[src/rtl/async_fifo_read_arbiter.sv]
// Read-side arbiter sharing one FIFO read port among NUM_REQ consumers.
// Round-robin grant, bursts of up to MAX_BURST pops, one IDLE bubble between grants.
module async_fifo_read_arbiter #(
    parameter int NUM_REQ    = 4,
    parameter int DATA_WIDTH = 8,
    parameter int MAX_BURST  = 4
) (
    input  logic                  clk,
    input  logic                  reset_n,
    input  logic [NUM_REQ-1:0]    req,
    input  logic [NUM_REQ-1:0]    cons_ready,
    input  logic                  fifo_empty,
    input  logic [DATA_WIDTH-1:0] fifo_rd_data,
    output logic                  fifo_pop,
    output logic [NUM_REQ-1:0]    grant,
    output logic [NUM_REQ-1:0]    cons_valid,
    output logic [DATA_WIDTH-1:0] cons_data,
    output logic                  busy
);

    localparam int unsigned NR    = NUM_REQ;
    localparam int          IDX_W = (NUM_REQ > 1) ? $clog2(NUM_REQ) : 1;
    localparam int          CNT_W = $clog2(MAX_BURST) + 1;
    localparam logic [IDX_W-1:0] LAST_RST  = IDX_W'(NUM_REQ - 1);
    localparam logic [CNT_W-1:0] LAST_BEAT = CNT_W'(MAX_BURST - 1);

    typedef enum logic {
        IDLE,
        BURST
    } state_t;

    state_t             r_state;
    logic [NUM_REQ-1:0] r_grant;
    logic [IDX_W-1:0]   r_last_grant;
    logic [CNT_W-1:0]   r_beat;

    logic               w_found;
    logic [IDX_W-1:0]   w_sel;
    logic [IDX_W-1:0]   w_cand;
    int unsigned        w_probe;
    logic               w_req_g;
    logic [NUM_REQ-1:0] w_valid;
    logic               w_pop;

    // Round-robin search upward from last_grant+1, wrapping at NUM_REQ.
    always_comb begin
        w_found = 1'b0;
        w_sel   = r_last_grant;
        w_cand  = '0;
        w_probe = 0;
        for (int unsigned k = 1; k <= NR; k++) begin
            w_probe = 32'(r_last_grant) + k;
            if (w_probe >= NR) w_probe = w_probe - NR;
            w_cand = IDX_W'(w_probe);
            if (!w_found && req[w_cand]) begin
                w_found = 1'b1;
                w_sel   = w_cand;
            end
        end
    end

    // r_grant is zero outside BURST, so valid/pop need no separate state qualifier.
    assign w_req_g = |(r_grant & req);
    assign w_valid = r_grant & req & {NUM_REQ{~fifo_empty}};
    assign w_pop   = |(w_valid & cons_ready);

    always_ff @(posedge clk or negedge reset_n) begin
        if (!reset_n) begin
            r_state      <= IDLE;
            r_grant      <= '0;
            r_last_grant <= LAST_RST;
            r_beat       <= '0;
        end else begin
            case (r_state)
                IDLE: begin
                    if (w_found) begin
                        r_state      <= BURST;
                        r_grant      <= NUM_REQ'(1) << w_sel;
                        r_last_grant <= w_sel;
                        r_beat       <= '0;
                    end
                end
                BURST: begin
                    if (!w_req_g || (w_pop && (r_beat == LAST_BEAT))) begin
                        r_state <= IDLE;
                        r_grant <= '0;
                        r_beat  <= '0;
                    end else if (w_pop) begin
                        r_beat <= r_beat + 1'b1;
                    end
                end
                default: begin
                    r_state <= IDLE;
                    r_grant <= '0;
                    r_beat  <= '0;
                end
            endcase
        end
    end

    assign grant      = r_grant;
    assign cons_valid = w_valid;
    assign fifo_pop   = w_pop;
    assign cons_data  = fifo_rd_data;
    assign busy       = (r_state == BURST);

endmodule

[config.mk]
export PLATFORM = sky130hd
export DESIGN_NAME = async_fifo_read_arbiter
export DESIGN_NICKNAME = d
export VERILOG_FILES = /design/src/rtl/async_fifo_read_arbiter.sv
export SDC_FILE = /design/constraint.sdc
export NUM_CORES = 1
export LEC_CHECK = 0
export ABC_AREA = 1
export CAP_MARGIN = 20
export CORE_ASPECT_RATIO = 0.75
export CORE_UTILIZATION = 30
export DETAILED_ROUTE_END_ITERATION = 8
export PLACE_DENSITY = 0.56
export SLEW_MARGIN = 5
export SYNTH_ARGS = -nofsm -noshare
export SYNTH_HDL_FRONTEND = slang
export SYNTH_SLANG_ARGS = --single-unit
[constraint.sdc]
create_clock -name clk -period 2.6 [get_ports clk]
set_input_delay 0.39 -clock clk [delete_from_list [all_inputs] [get_ports clk]]
set_output_delay 0.39 -clock clk [all_outputs]
set_load 0.01 [all_outputs]
### After elaboration in Yosys (flattened, before gate mapping)

Cells that the tools add are included.
Widths: inputs -> output; s select.

| cells by class | value |
|---|---|
| add/sub/neg operators | 9 |
| order comparisons | 8 |
| equality and inequality tests | 4 |
| shift-type cells | 1 |
| muxes and demuxes | 30 |
| bitwise gates (word level) | 5 |
| reduce and logical (&&, ||, !) cells | 14 |

Operator list:

| cell | count |
|---|---|
| $mux 2 | 8 |
| $and 4x4->4 | 3 |
| $lt 2x3->1 const B | 4 |
| $mux 1 | 10 |
| $ge 3x3->1 const B | 3 |
| $mux 3 | 3 |
| $bmux 1 s2 | 4 |
| $mux 4 | 2 |
| $pmux 4 s2 | 1 |
| $reduce_or 4->1 | 2 |
| $sub 2x1->2 const B | 4 |
| $add 2x2->3 const B | 2 |
| $pmux 3 s2 | 1 |
| $reduce_and 2->1 | 3 |
| $add 2x3->4 const B | 1 |
| $ge 4x3->1 const B | 1 |
| $logic_and 1x1->1 | 4 |
| $logic_not 1->1 | 4 |
| $shl 1x2->4 const A | 1 |
| $add 2x1->3 const B | 1 |
| $add 3x1->3 const B | 1 |
| $eq 3x2->1 const B | 1 |
| $ne 3x1->1 const B | 1 |
| $ne 2x1->1 const B | 1 |
| 4 further kinds | 5 |

| word-level totals | value |
|---|---|
| register bits after elaboration | 10 |
| input port bits | 19 |
| output and inout bits | 18 |
| word-level logic and storage cells | 75 |

### Depth between registers and ports, before layout

Gate-level depths: netlist (run 1).

| logic depth | value |
|---|---|
| word-level depth | 18 |
| gate-level depth with buffers | 13 |
| depth with buffers taken out | 12 |

### Worst setup path after synthesis (run 1)

No wires, ideal clock.

| path | value |
|---|---|
| path kind | register -> register |
| start point | register r_last_grant[0] |
| end point | register r_grant[1], in the netlist grant[1] |
| data arrival time | 1.429 ns |
| data required time | 2.478 ns |
| setup slack | 1.049 ns |
| stages on the path, launching flop included | 13 |
| buffers on the path | 1 |
| clock period less this slack | 1.551 ns |
| cells stage by stage | dfstp_2 > buf_6 > inv_6 > nand2_1 > nand2_2 > nand2_4 > nand2_4 > nor2_4 > nand3_1 > nand2_2 > inv_2 > nand2_1 > o21ai_1 |

| on the way | value |
|---|---|
| longest elaborated chain between the ends | 18 |
| elaborated cells on any way between the ends | 43 |
| those cells by class | 8 x add/sub; 4 x order compare; 1 x eq/ne; 1 x shift; 22 x mux; 7 x reduce/logical |

RTL lines:

| what | line | text |
|---|---|---|
| start, declared | 34 | `logic [IDX_W-1:0] r_last_grant;` |
| start signal, assigned | 79 | `r_last_grant <= w_sel;` |
| $add 2x1->3 | 52 | `w_probe = 32'(r_last_grant) + k;` |
| $ge 3x3->1 / $sub 2x1->2 (equally long branches) | 53 | `if (w_probe >= NR) w_probe = w_probe - NR;` |
| $mux 2 | 53 |  |
| $bmux 1 s2 | 55 | `if (!w_found && req[w_cand]) begin` |
| $mux 1 (implied by the code) | 55 |  |
| $mux 1 | 55 |  |
| $logic_not 1->1 | 55 |  |
| $logic_and 1x1->1 | 55 |  |
| [2 not listed] | n/a |  |
| $logic_and 1x1->1 | 55 |  |
| $mux 1 | 55 |  |
| $logic_not 1->1 | 55 |  |
| $logic_and 1x1->1 | 55 |  |
| $mux 2 | 55 |  |
| $shl 1x2->4 | 78 | `r_grant <= NUM_REQ'(1) << w_sel;` |
| $mux 4 | 76 | `if (w_found) begin` |
| $pmux 4 s2 | 74 | `case (r_state)` |
| end signal, assigned | 78 |  |
| end, declared | 33 | `logic [NUM_REQ-1:0] r_grant;` |

Parallel ways exist; a longest one is shown, timed or not. The select of a mux whose other input is x is not followed.
A chain may end at the register's enable or synchronous reset.

### Worst setup path after layout (run 1)

| path | value |
|---|---|
| start point | input req[0] |
| end point | output fifo_pop |

| on the way | value |
|---|---|
| longest elaborated chain between the ends | 4 |

RTL lines:

| what | line | text |
|---|---|---|
| start, declared | 10 | `input logic [NUM_REQ-1:0] req,` |
| $and 4x4->4 (2 in a row) | 64 | `assign w_valid = r_grant & req & {NUM_REQ{~fifo_empty}};` |
| $and 4x4->4 | 65 | `assign w_pop = \|(w_valid & cons_ready);` |
| $reduce_or 4->1 | 65 |  |
| end, declared | 14 | `output logic fifo_pop,` |

Every way passes these cells.

==> results of run 1 <==
[final cells by class]
| cell class | count | area [sq um] |
|---|---|---|
| Multi-Input combinational cell | 106 | 534 |
| Timing Repair Buffer | 20 | 200 |
| Clock buffer | 4 | 55.1 |
| Tap cell | 36 | 45.0 |
| Inverter | 10 | 42.5 |
| Fill cell | 278 | 1590 |
| Sequential cell | 10 | 253 |
[power by group through the flow]
stage          clock [W]  sequential, W  combinational (W)
2_1_floorplan          0       0.000266           0.000678
3_3_place_gp           0       0.000294           0.000828
3_5_place_dp           0       0.000294           0.000834
4_1_cts         0.000194       0.000292           0.000845
5_1_grt         0.000203       0.000299           0.000965
6_report        0.000188       0.000292           0.000842
[registers in the layout, indices dropped and copies added (netlist names)]
register      cells
grant             4
r_beat            3
r_last_grant      2
busy              1
[cells in the final DEF (no fill, tap or decap)]
cell / count
nand2_2: 11
nand3_1: 12
o21ai_0: 3
nand4_1: 3
or2_2: 2
nand4_2: 1
nor2_2: 1
clkbuf_8: 4
clkdlybuf4s50_1: 20
dfrtp_1: 8
or2_1: 1
nor2_4: 1
nand2_4: 4
inv_6: 1
nor2_1: 8
ha_1: 2
a21oi_1: 2
inv_2: 2
inv_1: 7
nand2_1: 50
o21ai_1: 5
dfstp_2: 2
[how the worst max path moves through the flow]
| stage | from | end | slack [ns] | cells past startpoint |
|---|---|---|---|---|
| after floorplan | r_last_grant[0] | grant[1] | 1.05 | 12 |
| after global routing | req[0] | fifo_pop | 0.16 | 6 |
| after global placement | req[1] | fifo_pop | 0.33 | 6 |
| after detailed placement | req[0] | fifo_pop | 0.29 | 6 |
| final | req[0] | fifo_pop | 0.29 | 6 |
| after CTS | req[0] | fifo_pop | 0.29 | 6 |
[per-stage QoR]
step / cells / total power [W] / hold slack, ns / cell area (sq um) / util (%)
global placement: 182 / 0.00112 / 0.502 / 1070 / 39.5
CTS: 186 / 0.00133 / 0.479 / 1130 / 41.5
global route: 186 / 0.00147 / 0.508 / 1130 / 41.5
finish: 186 / 0.00132 / 0.477 / 1130 / 41.5
floorplan: 135 / 0.000944 / 0.0944 / 901 / -
detailed placement: 182 / 0.00113 / 0.495 / 1070 / 39.5
[synth_stat cells (2+ instances only)]
| master | n | share of area [%] |
|---|---|---|
| nand2_2 | 11 | 7.6 |
| inv_1 | 7 | 2.9 |
| dfrtp_1 | 8 | 22 |
| inv_2 | 2 | 0.83 |
| nand2_1 | 50 | 21 |
| o21ai_0 | 3 | 1.7 |
| nor2_1 | 8 | 3.3 |
| or2_2 | 2 | 1.4 |
| nand3_1 | 12 | 6.7 |
| a21oi_1 | 2 | 1.1 |
| dfstp_2 | 2 | 5.8 |
| ha_1 | 2 | 2.8 |
| o21ai_1 | 5 | 2.8 |
| nand2_4 | 4 | 5.0 |
| nand4_1 | 3 | 2.1 |
| buf_4 | 8 | 6.7 |
[cell families after synthesis]
group	count (synthesis)	share of synthesized area [%]
buffers and inverters	19	12.6
AOI/OAI and AO/OA	10	5.55
DFF	10	28.1
and+or+nand+nor	94	51.0
adders and majority gates	2	2.78
[per-layer routing]
| metal | vias to the layer above | global-route usage [%] |
|---|---|---|
| met1 | 375 | 22.2 |
| li1 | 453 | - |
| met5 | - | 0 |
| met2 | 30 | 20.6 |
| met4 | 0 | 4.71 |
| met3 | 4 | 2.31 |
==> flow_metrics.py, run 1 <==
metrics = {
    "clocking": {
        "clkSlewWorstSetupHoldPaths_ns": 0.05,
        "ctsResizeCount": 0,
        "insertion_delay_ns": 0.23,
        "clkSinkCount": 10,
        "cts-buffers-inserted": 3,
        "cts-hold-fix-buffers": 0,
        "max-clock-path-buffers": 2,
        "cts_setup_buffers": 0,
        "ctsRootBufferMaster": "clkbuf_8",
        "cts_tree": "yes",
        "htree_levels": 1,
    },
    "finish": {
        "antenna_cells": 0,
        "drive_gt1_share_pct": 19.3,
        "synthToLayoutAreaGrowth_pct": 25.4,
        "nets": 172,
    },
    "floorplan": {
        "start_util_pct": 33.1,
        "placeableCoreArea_sq_um": 2720,
        "fp.dieW_microns": 65.3,
        "io_pins": 37,
        "num_rows": 16,
        "fp.dieArea_sq_um": 3230,
        "fp.dieH_microns": 49.5,
    },
    "global_route": {
        "grt_pass1_vias": 845,
        "grt_util_all_layers_pct": 14.6,
        "grt_antenna_before_repair": 0,
        "grt_max_degree": 11,
        "grt_overflow": 0,
        "grt_pass1_wl_microns": 3720,
    },
    "power_and_ir_drop": {
        "power_switching_w": 0.000662,
        "seq_power_share_pct": 22.1,
        "power_leakage_nw": 0.549,
        "peakVddDrop_mv": 0.378,
        "powerDensity_nw_per_um2": 1170,
        "pwr-share-clk_pct": 14.2,
        "switching_share_pct": 50.1,
        "power_frac_comb_pct": 63.7,
        "p_int_w": 0.000660,
    },
    "timing": {
        "fin_crit_ns": 2.31,
        "setup_ws_ns": 0.290,
        "rsz0062_at_grt": "false",
        "setup-violations-final": 0,
        "slew_violations": 0,
        "hold_viol_final": 0,
        "max_freq_mhz": 433,
        "fin_crit_sh_pct": 88.8,
        "tightest_slew_ns": 0.450,
        "tns_ns": 0,
        "clock_skew_ns": 0.00239,
        "slew-limit-headroom_pct": 69.9,
    },
    "worst_setup_path": {
        "crit_family": "buffers and inverters",
        "worstSetupEndpointType": "primary output",
        "required_ns": 2.21,
        "startpoint_type": "primary input",
        "critical_path.max_fanout": 5,
        "reg2reg_slack_ns": 0.84,
        "cp.arrival_ns": 1.92,
        "cp.buffers_inverters": 2,
        "rr_startpoint": "r_last_grant[0]",
        "reg2reg_depth": 11,
        "r2r-end": "grant[1]",
        "slowest_stage": "clkdlybuf4s50_1",
        "crit_type": "in2out",
        "slowest_delay_ns": 0.55,
        "path_cells": "clkdlybuf4s50_1 -> nand2_1 -> nor2_1 -> nand2_1 -> nand4_1 -> clkdlybuf4s50_1",
    },
    "drt": {
        "drtIter0Drc": 49,
        "wl_met2_microns": 797,
        "wl_met1_microns": 1130,
        "via_per_inst": 4.63,
        "wl_met3_microns": 179,
        "drc": 0,
        "dr.pass1.iters": 4,
        "ant_nets": 0,
        "wl_per_cell_microns": 11.4,
        "vias": 862,
        "routed_wl_microns": 2120,
        "top_layer": "met4",
    },
    "logic_synthesis": {
        "syn_area_per_cell_sq_um": 6.67,
        "syn_area_sq_um": 901,
        "synth_nets": 156,
        "yosys_warnings": 0,
        "async_flop_share_pct": 100,
        "synth_seq_cells": 10,
        "syn_inst": 135,
        "ys.flop_type": "dfrtp_1",
        "yosysSeqAreaShare_pct": 28.1,
        "synth_edf_count": 0,
        "ys_types": 22,
    },
    "flow_run": {
        "cap_violations": 0,
    },
    "place": {
        "dp_slack_ns": 0.285,
        "dp_hpwl_microns": 1700,
        "numPortBuffers": 20,
        "place_congestion": 0.883,
    },
    "run_status": {
        "status": "completed",
    },
    "min_path": {
        "worstHoldPathType": "in2async",
    },
}
(Power assumes the default switching activity.)
==> run 2, diff against run 1 <==
CORE_MARGIN = 8   (was not set)
==> run 2 against run 1 <==
  * Clock power up 4%
  * Wire length up 6.6%
  * Die area up 56%
  * Sequential power about the same
  * Via count up 0.12%
  * Critical endpoint unchanged
==> flow_metrics.py, run 2 (synthesis results as in run 1) <==
metrics = {
    "run_status": {
        "status": "completed",
    },
    "place": {
        "dp_slack_ns": 0.254,
        "dp_hpwl_microns": 1850,
        "place_congestion": 0.841,
        "numPortBuffers": 20,
    },
    "drt": {
        "wl_per_cell_microns": 12.0,
        "vias": 863,
        "routed_wl_microns": 2260,
        "dr.pass1.iters": 4,
        "via_per_inst": 4.59,
        "drc": 0,
        "drtIter0Drc": 71,
        "ant_nets": 0,
    },
    "floorplan": {
        "start_util_pct": 31.1,
        "io_pins": 37,
        "fp.dieW_microns": 79.3,
        "placeableCoreArea_sq_um": 2890,
        "fp.dieH_microns": 63.5,
        "fp.dieArea_sq_um": 5030,
        "num_rows": 17,
    },
    "finish": {
        "final_common_cell": "nand2_1",
        "drive_gt1_share_pct": 19.3,
        "final_cell_mix": "nand2_1, clkdlybuf4s50_1, nand3_1",
        "antenna_cells": 0,
        "fill_cells": 322,
        "nets": 172,
        "largest_reg_flops": 4,
        "final_core_util_pct": 39.1,
        "synthToLayoutAreaGrowth_pct": 25.7,
    },
    "global_route": {
        "grt_pass1_wl_microns": 3830,
        "grt_overflow": 0,
        "grt_antenna_before_repair": 0,
        "grt_util_all_layers_pct": 9.27,
        "grt_pass1_vias": 796,
        "grt_max_degree": 11,
    },
    "min_path": {
        "worstHoldPathType": "in2async",
    },
    "worst_setup_path": {
        "worstSetupEndpointType": "primary output",
        "cp.arrival_ns": 1.94,
        "critical_path.max_fanout": 5,
        "crit_type": "in2out",
        "slowest_delay_ns": 0.56,
        "startpoint_type": "primary input",
        "slowest_stage": "clkdlybuf4s50_1",
        "path_cells": "clkdlybuf4s50_1 -> nand2_1 -> nor2_1 -> nand2_1 -> nand4_1 -> clkdlybuf4s50_1",
        "cp.buffers_inverters": 2,
        "required_ns": 2.21,
        "crit_family": "buffers and inverters",
    },
    "clocking": {
        "cts_setup_buffers": 0,
        "ctsRootBufferMaster": "clkbuf_8",
        "cts_tree": "yes",
        "clkSlewWorstSetupHoldPaths_ns": 0.05,
        "cts-hold-fix-buffers": 0,
        "htree_levels": 1,
        "clkSinkCount": 10,
        "ctsResizeCount": 0,
        "cts-buffers-inserted": 3,
        "max-clock-path-buffers": 2,
        "insertion_delay_ns": 0.24,
    },
    "timing": {
        "tns_ns": 0,
        "whs_ns": 0.467,
        "clock_skew_ns": 0.00444,
        "hold_viol_final": 0,
        "fin_crit_sh_pct": 89.8,
        "tightest_slew_ns": 0.449,
        "rsz0062_at_grt": "false",
        "slew_violations": 0,
        "max_freq_mhz": 429,
        "fin_crit_ns": 2.33,
        "setup_ws_ns": 0.267,
        "slew-limit-headroom_pct": 69.9,
        "setup-violations-final": 0,
    },
    "power_and_ir_drop": {
        "peakVddDrop_mv": 0.418,
        "power_leakage_nw": 0.549,
        "powerDensity_nw_per_um2": 1160,
    },
    "flow_run": {
        "cap_violations": 0,
    },
}
run 2: cell counts in the layout (fill, tap and decap cells not counted):
Identical to the previous run, type by type.
run 2: layer usage:
| layer | share of wire (%) | vias to the layer above | global-route usage [%] | wire length [microns] |
|---|---|---|---|---|
| met1 | 53 | 381 | 13.0 | 1200 |
| li1 | - | 451 | - | - |
| met4 | 0.93 | 0 | 3.00 | 21 |
| met5 | 0 | - | 0 | 0 |
| met2 | 37 | 27 | 12.3 | 824 |
| met3 | 9.0 | 4 | 3.68 | 204 |
run 2: area by class of cell:
| type | count | area, sq um | area share, % |
|---|---|---|---|
| sequential | 10 | 253 | 22.3 |
| multi-input combinational | 106 | 534 | 47.2 |
| tap | 38 | 47.5 | 4.20 |
| clock buffer | 4 | 55.1 | 4.86 |
| timing repair buffer | 20 | 200 | 17.7 |
| inverter | 10 | 42.5 | 3.76 |
run 2: worst paths after layout:
| path | startpoint | to | slack (ns) | depth (start not counted) |
|---|---|---|---|---|
| worst max-delay path | req[0] | fifo_pop | 0.27 | 6 |
| worst min-delay path | reset_n | grant[2] | 0.47 | 1 |
| worst max register to register | r_last_grant[0] | grant[1] | 0.84 | 11 |
| worst min register to register | r_beat[1] | r_beat[1] | 0.50 | 2 |
| max in group asynchronous | reset_n | r_last_grant[1] | 1.80 | 1 |
| min in group clk | r_beat[1] | r_beat[1] | 0.50 | 2 |
run 2: report_power, final:
group          internal (W)  total (W)  leakage [nW]  switching (W)
clock              0.000133   0.000195        0.0288      0.0000614
combinational      0.000304   0.000832         0.392       0.000529
sequential         0.000223   0.000292         0.128      0.0000689
run 2: through the flow:
stage / power, W / cell area [sq um] / instances
2_1_floorplan: 0.000944 / 901 / 135
3_3_place_gp: 0.00112 / 1080 / 184
3_5_place_dp: 0.00113 / 1080 / 184
4_1_cts: 0.00133 / 1130 / 188
5_1_grt: 0.00146 / 1130 / 188
6_report: 0.00132 / 1130 / 188
==> run 3, diff against run 2 <==
GPL_TIMING_DRIVEN = 0   (was not set)
==> run 3 against run 2 <==
  * Clock power decreased by 3%
  * Power increased by 2.9%
  * Final area grew 13%
  * Flip-flop and latch count unchanged
  * Setup slack got worse by 0.0097 ns
  * Worst hold slack worse by 0.0070 ns
  * Critical path type unchanged
  * Critical endpoint unchanged
  * Largest cell class unchanged
==> flow_metrics.py, run 3 (synthesis results as in run 1) <==
metrics = {
    "floorplan": {
        "start_util_pct": 31.1,
        "fp.dieArea_sq_um": 5030,
        "num_rows": 17,
        "fp.dieW_microns": 79.3,
        "placeableCoreArea_sq_um": 2890,
        "fp.dieH_microns": 63.5,
        "io_pins": 37,
    },
    "clocking": {
        "max-clock-path-buffers": 2,
        "htree_levels": 1,
        "ctsResizeCount": 0,
        "cts_setup_buffers": 0,
        "clkSinkCount": 10,
        "ctsRootBufferMaster": "clkbuf_8",
        "cts-hold-fix-buffers": 0,
        "clkSlewWorstSetupHoldPaths_ns": 0.05,
        "cts_tree": "yes",
        "insertion_delay_ns": 0.23,
        "cts-buffers-inserted": 3,
    },
    "global_route": {
        "grt_max_degree": 11,
        "grt_overflow": 0,
        "grt_antenna_before_repair": 0,
        "grt_util_all_layers_pct": 9.42,
        "grt_pass1_vias": 887,
        "grt_pass1_wl_microns": 4010,
    },
    "worst_setup_path": {
        "required_ns": 2.21,
        "critical_path.max_fanout": 5,
        "slowest_delay_ns": 0.56,
        "crit_type": "in2out",
        "path_cells": "clkdlybuf4s50_1 -> nand2_1 -> nor2_1 -> nand2_1 -> nand4_1 -> clkdlybuf4s50_1",
        "startpoint_type": "primary input",
        "worstSetupEndpointType": "primary output",
        "slowest_stage": "clkdlybuf4s50_1",
        "cp.arrival_ns": 1.95,
    },
    "place": {
        "numPortBuffers": 28,
        "placed_area_sq_um": 1230,
        "dp_hpwl_microns": 2000,
        "place_congestion": 0.859,
        "dp_slack_ns": 0.220,
    },
    "timing": {
        "setup-violations-final": 0,
        "slew-limit-headroom_pct": 72.3,
        "rsz0062_at_grt": "false",
        "fin_crit_ns": 2.34,
        "hold_viol_final": 0,
        "tightest_slew_ns": 0.415,
        "slew_violations": 0,
        "clock_skew_ns": 0.00339,
        "tns_ns": 0,
        "fin_crit_sh_pct": 90.1,
        "max_freq_mhz": 427,
        "setup_ws_ns": 0.257,
    },
    "drt": {
        "vias": 935,
        "via_per_inst": 4.56,
        "ant_nets": 0,
        "dr.pass1.iters": 4,
        "routed_wl_microns": 2360,
        "drtIter0Drc": 53,
        "drc": 0,
        "wl_per_cell_microns": 11.5,
    },
    "power_and_ir_drop": {
        "powerDensity_nw_per_um2": 1060,
        "power_leakage_nw": 0.625,
        "peakVddDrop_mv": 0.452,
    },
    "finish": {
        "synthToLayoutAreaGrowth_pct": 42.5,
        "nets": 189,
        "drive_gt1_share_pct": 22.8,
        "largest_reg_flops": 4,
        "final_common_cell": "nand2_1",
        "antenna_cells": 0,
        "finalInstanceArea_sq_um": 1280,
        "final_cell_mix": "nand2_1, clkdlybuf4s50_1, nand3_1",
    },
    "run_status": {
        "status": "completed",
    },
    "flow_run": {
        "cap_violations": 0,
    },
    "min_path": {
        "worstHoldPathType": "in2async",
    },
}
## run 3: changes by cell type in the layout (fill, tap and decap cells not counted), sizes merged
cell / change
buf: +9
clkdlybuf4s50: +8
## run 3: worst paths after layout
kind / startpoint / to / slack [ns] / cells past startpoint
worst max-delay path: req[0] / fifo_pop / 0.26 / 6
worst min-delay path: reset_n / grant[1] / 0.46 / 1
worst max register to register: r_last_grant[0] / grant[1] / 0.89 / 12
worst min register to register: r_beat[1] / r_beat[1] / 0.50 / 2
max in group asynchronous: reset_n / r_last_grant[1] / 1.82 / 1
min in group clk: r_beat[1] / r_beat[1] / 0.50 / 2
## run 3: worst max-delay path: cells and delay by family
family,cells,cell delay (ns)
buf+inv,2,1.12
simple gates,4,0.43
## run 3: per-stage QoR
| stage | utilization, % | std cells | power [W] | hold WS, ns |
|---|---|---|---|---|
| CTS | 44.4 | 205 | 0.00137 | 0.475 |
| finish | 44.4 | 205 | 0.00136 | 0.460 |
| global route | 44.4 | 205 | 0.00149 | 0.491 |
| floorplan | - | 135 | 0.000944 | 0.0944 |
| global placement | 42.5 | 201 | 0.00116 | 0.479 |
| detailed placement | 42.5 | 201 | 0.00117 | 0.493 |
## run 3: area by class of cell
cell class	count	area, sq um
Buffer	9	71.3
Fill cell	310	1610
Tap cell	38	47.5
Inverter	10	42.5
Clock buffer	4	55.1
Sequential cell	10	253
Timing Repair Buffer	28	280
Multi-Input combinational cell	106	534
## run 3: per-layer routing
metal / wire, microns / GRT usage [%] / vias to the layer above
met5: 0 / 0 / -
met4: 0 / 2.07 / 0
met3: 207 / 1.98 / 0
met2: 921 / 13.6 / 45
met1: 1240 / 13.7 / 407
li1: - / - / 483
## run 3: power by group
group / internal [W] / leakage [nW] / switching (W)
clock: 0.000133 / 0.0288 / 0.0000571
sequential: 0.000222 / 0.128 / 0.0000445
combinational: 0.000336 / 0.468 / 0.000564
total: 0.000691 / 0.625 / 0.000666
